**config.mk**
```make
export PLATFORM = sky130hd
export DESIGN_NAME = cmp_stream_monitor
export DESIGN_NICKNAME = d
export VERILOG_FILES = /design/src/rtl/cmp_stream_monitor.sv
export SDC_FILE = /design/constraint.sdc
export NUM_CORES = 1
export LEC_CHECK = 0
export CAP_MARGIN = 0
export CELL_PAD_IN_SITES_DETAIL_PLACEMENT = 1
export CELL_PAD_IN_SITES_GLOBAL_PLACEMENT = 1
export CORE_MARGIN = 2
export CORE_UTILIZATION = 39
export CTS_CLUSTER_DIAMETER = 200
export DETAILED_ROUTE_END_ITERATION = 8
export PLACE_DENSITY = 0.88
export SYNTH_ARGS = -nofsm -noshare
export SYNTH_HDL_FRONTEND = slang
export SYNTH_SLANG_ARGS = --single-unit
```
**constraint.sdc**
```tcl
create_clock -name clk -period 5.1 [get_ports clk]
set_clock_uncertainty 0.1 [all_clocks]
set_input_delay 1.02 -clock clk [delete_from_list [all_inputs] [get_ports clk]]
set_output_delay 1.02 -clock clk [all_outputs]
set_load 0.01 [all_outputs]
```
**src/rtl/cmp_stream_monitor.sv**
```systemverilog
// Stream stage: registered one-hot magnitude compare of (A, B), saturating outcome counters and an A>B persistence alarm.
// Define CMP_MON_STICKY_ALARM_EN to make the alarm sticky until clr or reset.
module cmp_stream_monitor #(
  parameter int WIDTH   = 4,
  parameter int CNT_W   = 8,
  parameter int PERSIST = 3
) (
  input  logic             clk,
  input  logic             rst_n,
  input  logic             in_valid,
  output logic             in_ready,
  input  logic [WIDTH-1:0] A,
  input  logic [WIDTH-1:0] B,
  input  logic             clr,
  output logic             out_valid,
  input  logic             out_ready,
  output logic             A_grt_B,
  output logic             A_less_B,
  output logic             A_eq_B,
  output logic [CNT_W-1:0] grt_cnt,
  output logic [CNT_W-1:0] less_cnt,
  output logic [CNT_W-1:0] eq_cnt,
  output logic [7:0]       run_len,
  output logic             alarm
);

  typedef enum logic [1:0] {IDLE, RUN, ALARM} state_t;

  localparam logic [7:0] PERSIST_L = 8'(PERSIST);

  state_t           r_state;
  logic             r_outValid;
  logic             r_grt;
  logic             r_less;
  logic             r_eq;
  logic [CNT_W-1:0] r_grtCnt;
  logic [CNT_W-1:0] r_lessCnt;
  logic [CNT_W-1:0] r_eqCnt;
  logic [7:0]       r_runLen;
  logic             r_alarm;

  logic w_inReady;
  logic w_accept;
  logic w_grt;
  logic w_less;
  logic w_eq;

  assign w_inReady = !r_outValid || out_ready;
  assign w_accept  = in_valid && w_inReady;
  assign w_grt     = (A > B);
  assign w_less    = (A < B);
  assign w_eq      = (A == B);

  always_ff @(posedge clk) begin
    if (!rst_n) begin
      r_outValid <= 1'b0;
      r_grt      <= 1'b0;
      r_less     <= 1'b0;
      r_eq       <= 1'b0;
      r_grtCnt   <= '0;
      r_lessCnt  <= '0;
      r_eqCnt    <= '0;
      r_runLen   <= '0;
      r_alarm    <= 1'b0;
      r_state    <= IDLE;
    end else begin
      if (w_accept) begin
        r_outValid <= 1'b1;
        r_grt      <= w_grt;
        r_less     <= w_less;
        r_eq       <= w_eq;
      end else if (out_ready) begin
        r_outValid <= 1'b0;
      end

      // clr wins over a same-cycle accept for counters and FSM; the sample is still delivered above.
      if (clr) begin
        r_grtCnt  <= '0;
        r_lessCnt <= '0;
        r_eqCnt   <= '0;
        r_runLen  <= '0;
        r_alarm   <= 1'b0;
        r_state   <= IDLE;
      end else if (w_accept) begin
        if (w_grt && r_grtCnt != '1)   r_grtCnt  <= r_grtCnt + 1'b1;
        if (w_less && r_lessCnt != '1) r_lessCnt <= r_lessCnt + 1'b1;
        if (w_eq && r_eqCnt != '1)     r_eqCnt   <= r_eqCnt + 1'b1;

        case (r_state)
          IDLE: begin
            if (w_grt) begin
              r_runLen <= 8'd1;
              if (PERSIST_L == 8'd1) begin
                r_state <= ALARM;
                r_alarm <= 1'b1;
              end else begin
                r_state <= RUN;
              end
            end
          end
          RUN: begin
            if (w_grt) begin
              r_runLen <= r_runLen + 8'd1;
              if (r_runLen + 8'd1 == PERSIST_L) begin
                r_state <= ALARM;
                r_alarm <= 1'b1;
              end
            end else begin
              r_runLen <= '0;
              r_state  <= IDLE;
            end
          end
          ALARM: begin
            // run_len saturates at PERSIST; a sticky alarm may be re-counting a fresh streak here.
            if (w_grt) begin
              if (r_runLen < PERSIST_L) r_runLen <= r_runLen + 8'd1;
            end else begin
              r_runLen <= '0;
`ifdef CMP_MON_STICKY_ALARM_EN
              r_state  <= ALARM;
              r_alarm  <= 1'b1;
`else
              r_state  <= IDLE;
              r_alarm  <= 1'b0;
`endif
            end
          end
          default: begin
            r_state  <= IDLE;
            r_runLen <= '0;
            r_alarm  <= 1'b0;
          end
        endcase
      end
    end
  end

  assign in_ready  = w_inReady;
  assign out_valid = r_outValid;
  assign A_grt_B   = r_grt;
  assign A_less_B  = r_less;
  assign A_eq_B    = r_eq;
  assign grt_cnt   = r_grtCnt;
  assign less_cnt  = r_lessCnt;
  assign eq_cnt    = r_eqCnt;
  assign run_len   = r_runLen;
  assign alarm     = r_alarm;

endmodule

```
==> results.md <==
- The run finished with clean final reports.
- After synthesis, flip-flops and latches occupy 36.7% of the total area.
- TritonCTS created 5 clock buffers.
- The count of pins over their slew limit is 0.
- STA puts the critical path data required time at 5230 ps.
- The detailed router finished its first iteration with 68 violations.
- The repair_antennas step left the layout with diodes totalling 0.
- The initial utilization of the core area, before any placement, comes to 41.1%.
- The count of cell types in the netlist is 42.
- The total track usage is 19.0%.
- The floorplan has 26 rows.
- Among all cell types in the netlist, the one instantiated most often is sky130_fd_sc_hd__dfxtp_1.
- When the netlist entered floorplanning its net count stood at 278.
- The maximum number of pins on one net before global-route repair is 27.
- The final layout contains 325 nets.
- The die area is 0.00605 mm2.
- By count the netlist is led by 39 x sky130_fd_sc_hd__dfxtp_1, 27 x sky130_fd_sc_hd__nor2_1, 17 x sky130_fd_sc_hd__xor2_1.
- Global routing consumed, on the met2 layer, 33.8% of the routing resources.
- For the worst-skew pair, the clock arrives at the later sink with an insertion delay of 290 ps.
- The most heavily used metal layer in global routing is met2.
- The number of antenna violations at the first check in global routing is 0.
- The final estimated routing congestion in global placement is 0.792.
- The first detailed-routing pass took 4 iterations.
- For the pin with the worst max-slew slack, the measured transition is 879 ps.
- The global-route track usage on met1 is 22.9%.
- The critical path is of the input pin to flip-flop type.
- The kind of start point of the critical path is an input pin.
- The clock passes through at most 2 buffers.
- The library cell with the largest summed area after synthesis is sky130_fd_sc_hd__dfxtp_1.
- Based on the critical path, the design can be clocked at up to 0.278 GHz.
- The highest fanout seen on the critical path is 16.
- The total number of H-tree levels is 2.
- Cells fill 53.0% of the core in the end.
- After synthesis the netlist holds a flip-flop and latch count of 39.
- Global routing consumed, on the met3 layer, 4.53% of the routing resources.
- The relative max-transition margin is 40.9%.
- The share of layout cells above drive strength 1 is 3.33%.
- The worst hold path belongs to the class flip-flop to flip-flop.
- In this run the power density over the cells is 213 mW/mm2.
- The detailed router placed 1995 vias in this run.
- In the routed layout, each cell is associated on average with a via count of 5.39.
- The detailed-route wire length per cell is 15.1 um.
- The minimum period implied by the final worst setup slack is 3600 ps.
- The TritonCTS clock tree is yes.
- The finished layout holds 370 standard cells, fillers aside.
- The number of global-route vias before repair is 2034.
- The clock transition at the registers of the reported paths is 80 ps.
- The die extent in x is 77.8 um.
- The number of I/O port buffers is 50.
- The cell area that synthesis handed to floorplanning was 0.00212 mm2.
- The remaining routing DRC violations is 0.
- The Yosys step of the flow raised 0 warnings.
- The core area is 0.00517 mm2.
- In the finished design, the share of the clock period the worst path needs comes to 70.6%.
- Detailed placement finished with a half-perimeter wire length of 4.15 mm.
- The floorplan step set the die height to 77.8 um.
- The average cell area after synthesis is 8.43 um2.
- Synthesis produced a netlist whose cell count is 252.
- In the post-synthesis netlist, the biggest area contributors are sky130_fd_sc_hd__dfxtp_1 37%, sky130_fd_sc_hd__ha_1 7.7%, sky130_fd_sc_hd__xor2_1 7.0%, sky130_fd_sc_hd__nor2_1 4.8%, sky130_fd_sc_hd__nand4_1 3.8%.
- The I/O pin total is 51.
- The kind of capture point of the worst setup path is a flip-flop.
- Once detail routing completed, the nets flagged for antenna violations numbered 0.
- The buffer type at the clock tree root is sky130_fd_sc_hd__clkbuf_8.
- In the synthesized netlist the dominant register cell turns out to be sky130_fd_sc_hd__dfxtp_1.
- In this run the static leakage power is 1.00 nW.
- The buffer count from post-CTS setup fixing is 0.
- The remaining global-route overflow is 0.
- The completed layout was analyzed and its total power is 0.585 mW.
- For this run, asynchronously set or reset flops after synthesis account for 0%.
- The endpoint arrival time on the critical path is 3730 ps.
- The final count of hold timing violations was 0.
- Max-cap violations in this run came to 0.
- Setup total negative slack on the finished layout was measured at 0 ps.
- The CTS sink count is 39.
- The global-route wire length before repair is 9.47 mm.
- The number of endpoints failing setup at the final stage is 0.
- Including well taps, the total number of placed cells is 362.
- The wire length reported by the detailed router is 5.57 mm.
- The share of the synthesized area in the top cell type is 36.7%.
- Setup repair after global routing left no endpoint under its margin.
- In this run, synthesis inferred 0 flip-flops with an integrated enable.
- The count of hold buffers inserted by post-cts repair is 0.
- The area growth from synthesis to final layout is 29.0%.
- After clock tree synthesis, the repair step resized 0 gates.
- Across the VDD grid, the largest voltage drop is 0.156 mV.
[registers in the layout, indices dropped and copies added, names as in the netlist]
name       cells
A_less_B       1
alarm          1
eq_cnt         8
grt_cnt        8
less_cnt       8
A_eq_B         1
out_valid      1
run_len        8
A_grt_B        1
r_state        2
[kinds of logic (layout without fill, tap and decap cells)]
kind of cell / count (synthesis) / in the layout / share of synthesized area, %
multiplexers: 2 / 2 / 0.942
flip-flops: 39 / 39 / 36.7
buffers and inverters: 22 / 70 / 5.01
adder cells (fa/ha/maj): 13 / 13 / 7.66
AND/OR/NAND/NOR: 111 / 111 / 27.7
XOR/XNOR: 20 / 20 / 8.25
AO/OA/AOI/OAI: 45 / 45 / 13.7
[final cells by class]
cell class                 count  area, um2
multi-input combinational    191       1240
inverter                      11       41.3
sequential                    39        781
clock inverter                 2       12.5
clock buffer                   6       72.6
tap                           70       87.6
fill                         617       2430
timing repair buffer          51        508
[metrics by stage]
step	cell area (um2)	worst slack, ps	hold WS (ps)
floorplan	2120	1960	404
global placement	2660	1290	393
detailed placement	2660	1230	420
CTS	2740	1500	434
global route	2740	1400	452
finish	2740	1500	430
[report_power, final]
part	total (mW)	switching [mW]	internal [mW]	leakage (nW)
Combinational	0.0657	0.0375	0.0282	0.645
Clock	0.207	0.112	0.0957	0.0412
Sequential	0.312	0.00365	0.308	0.315
Total	0.585	0.153	0.432	1.00
[cell usage in the layout (no fill, tap or decap), types with 2 or more instances in the layout]
cell type	Yosys	routed
sky130_fd_sc_hd__a211oi_1	2	2
sky130_fd_sc_hd__dfxtp_1	39	39
sky130_fd_sc_hd__o21ai_0	11	11
sky130_fd_sc_hd__nand2b_1	2	2
sky130_fd_sc_hd__xnor2_1	3	3
sky130_fd_sc_hd__inv_1	11	11
sky130_fd_sc_hd__nand4_1	13	13
sky130_fd_sc_hd__nor2_1	27	27
sky130_fd_sc_hd__xor2_1	17	17
sky130_fd_sc_hd__o211a_1	2	2
sky130_fd_sc_hd__nor2b_1	5	5
sky130_fd_sc_hd__nor4_1	3	3
sky130_fd_sc_hd__clkbuf_8	0	5
sky130_fd_sc_hd__nand2_1	16	16
sky130_fd_sc_hd__and3_1	10	10
sky130_fd_sc_hd__a31oi_1	4	4
sky130_fd_sc_hd__and2_1	2	2
sky130_fd_sc_hd__or4_1	6	6
sky130_fd_sc_hd__a21oi_1	15	15
sky130_fd_sc_hd__or3_1	6	6
sky130_fd_sc_hd__mux2i_1	2	2
sky130_fd_sc_hd__and4_1	2	2
sky130_fd_sc_hd__nor3_1	5	5
sky130_fd_sc_hd__nand3_1	12	12
sky130_fd_sc_hd__clkdlybuf4s50_1	0	50
sky130_fd_sc_hd__ha_1	13	13
[final timing paths]
kind | startpoint | end | slack, ps | depth (start not counted)
setup / recovery | B[1] | run_len[3]$_SDFFE_PP0P_ | 1500 | 9
hold / removal | grt_cnt[7]$_SDFFE_PP0P_ | grt_cnt[7]$_SDFFE_PP0P_ | 430 | 2
setup reg to reg | run_len[0]$_SDFFE_PP0P_ | r_state[1]$_SDFFE_PP0P_ | 2480 | 7
hold reg to reg | grt_cnt[7]$_SDFFE_PP0P_ | grt_cnt[7]$_SDFFE_PP0P_ | 430 | 2
[metal layers]
layer / up-vias / share of wire (%)
met2: 27 / 51
li1: 997 / -
met4: 0 / 0.66
met3: 6 / 3.4
met5: - / 0
met1: 965 / 45
[worst max-delay path: stages]
cell and delay, ps:
sky130_fd_sc_hd__clkdlybuf4s50_1 450, sky130_fd_sc_hd__inv_1 40, sky130_fd_sc_hd__ha_1 280, sky130_fd_sc_hd__nor2b_1 130, sky130_fd_sc_hd__o211a_1 300, sky130_fd_sc_hd__o211a_1 280, sky130_fd_sc_hd__a221o_1 490, sky130_fd_sc_hd__or4_1 580
sky130_fd_sc_hd__a21oi_1 150
No activity file was read; power rests on OpenSTA's default activity.
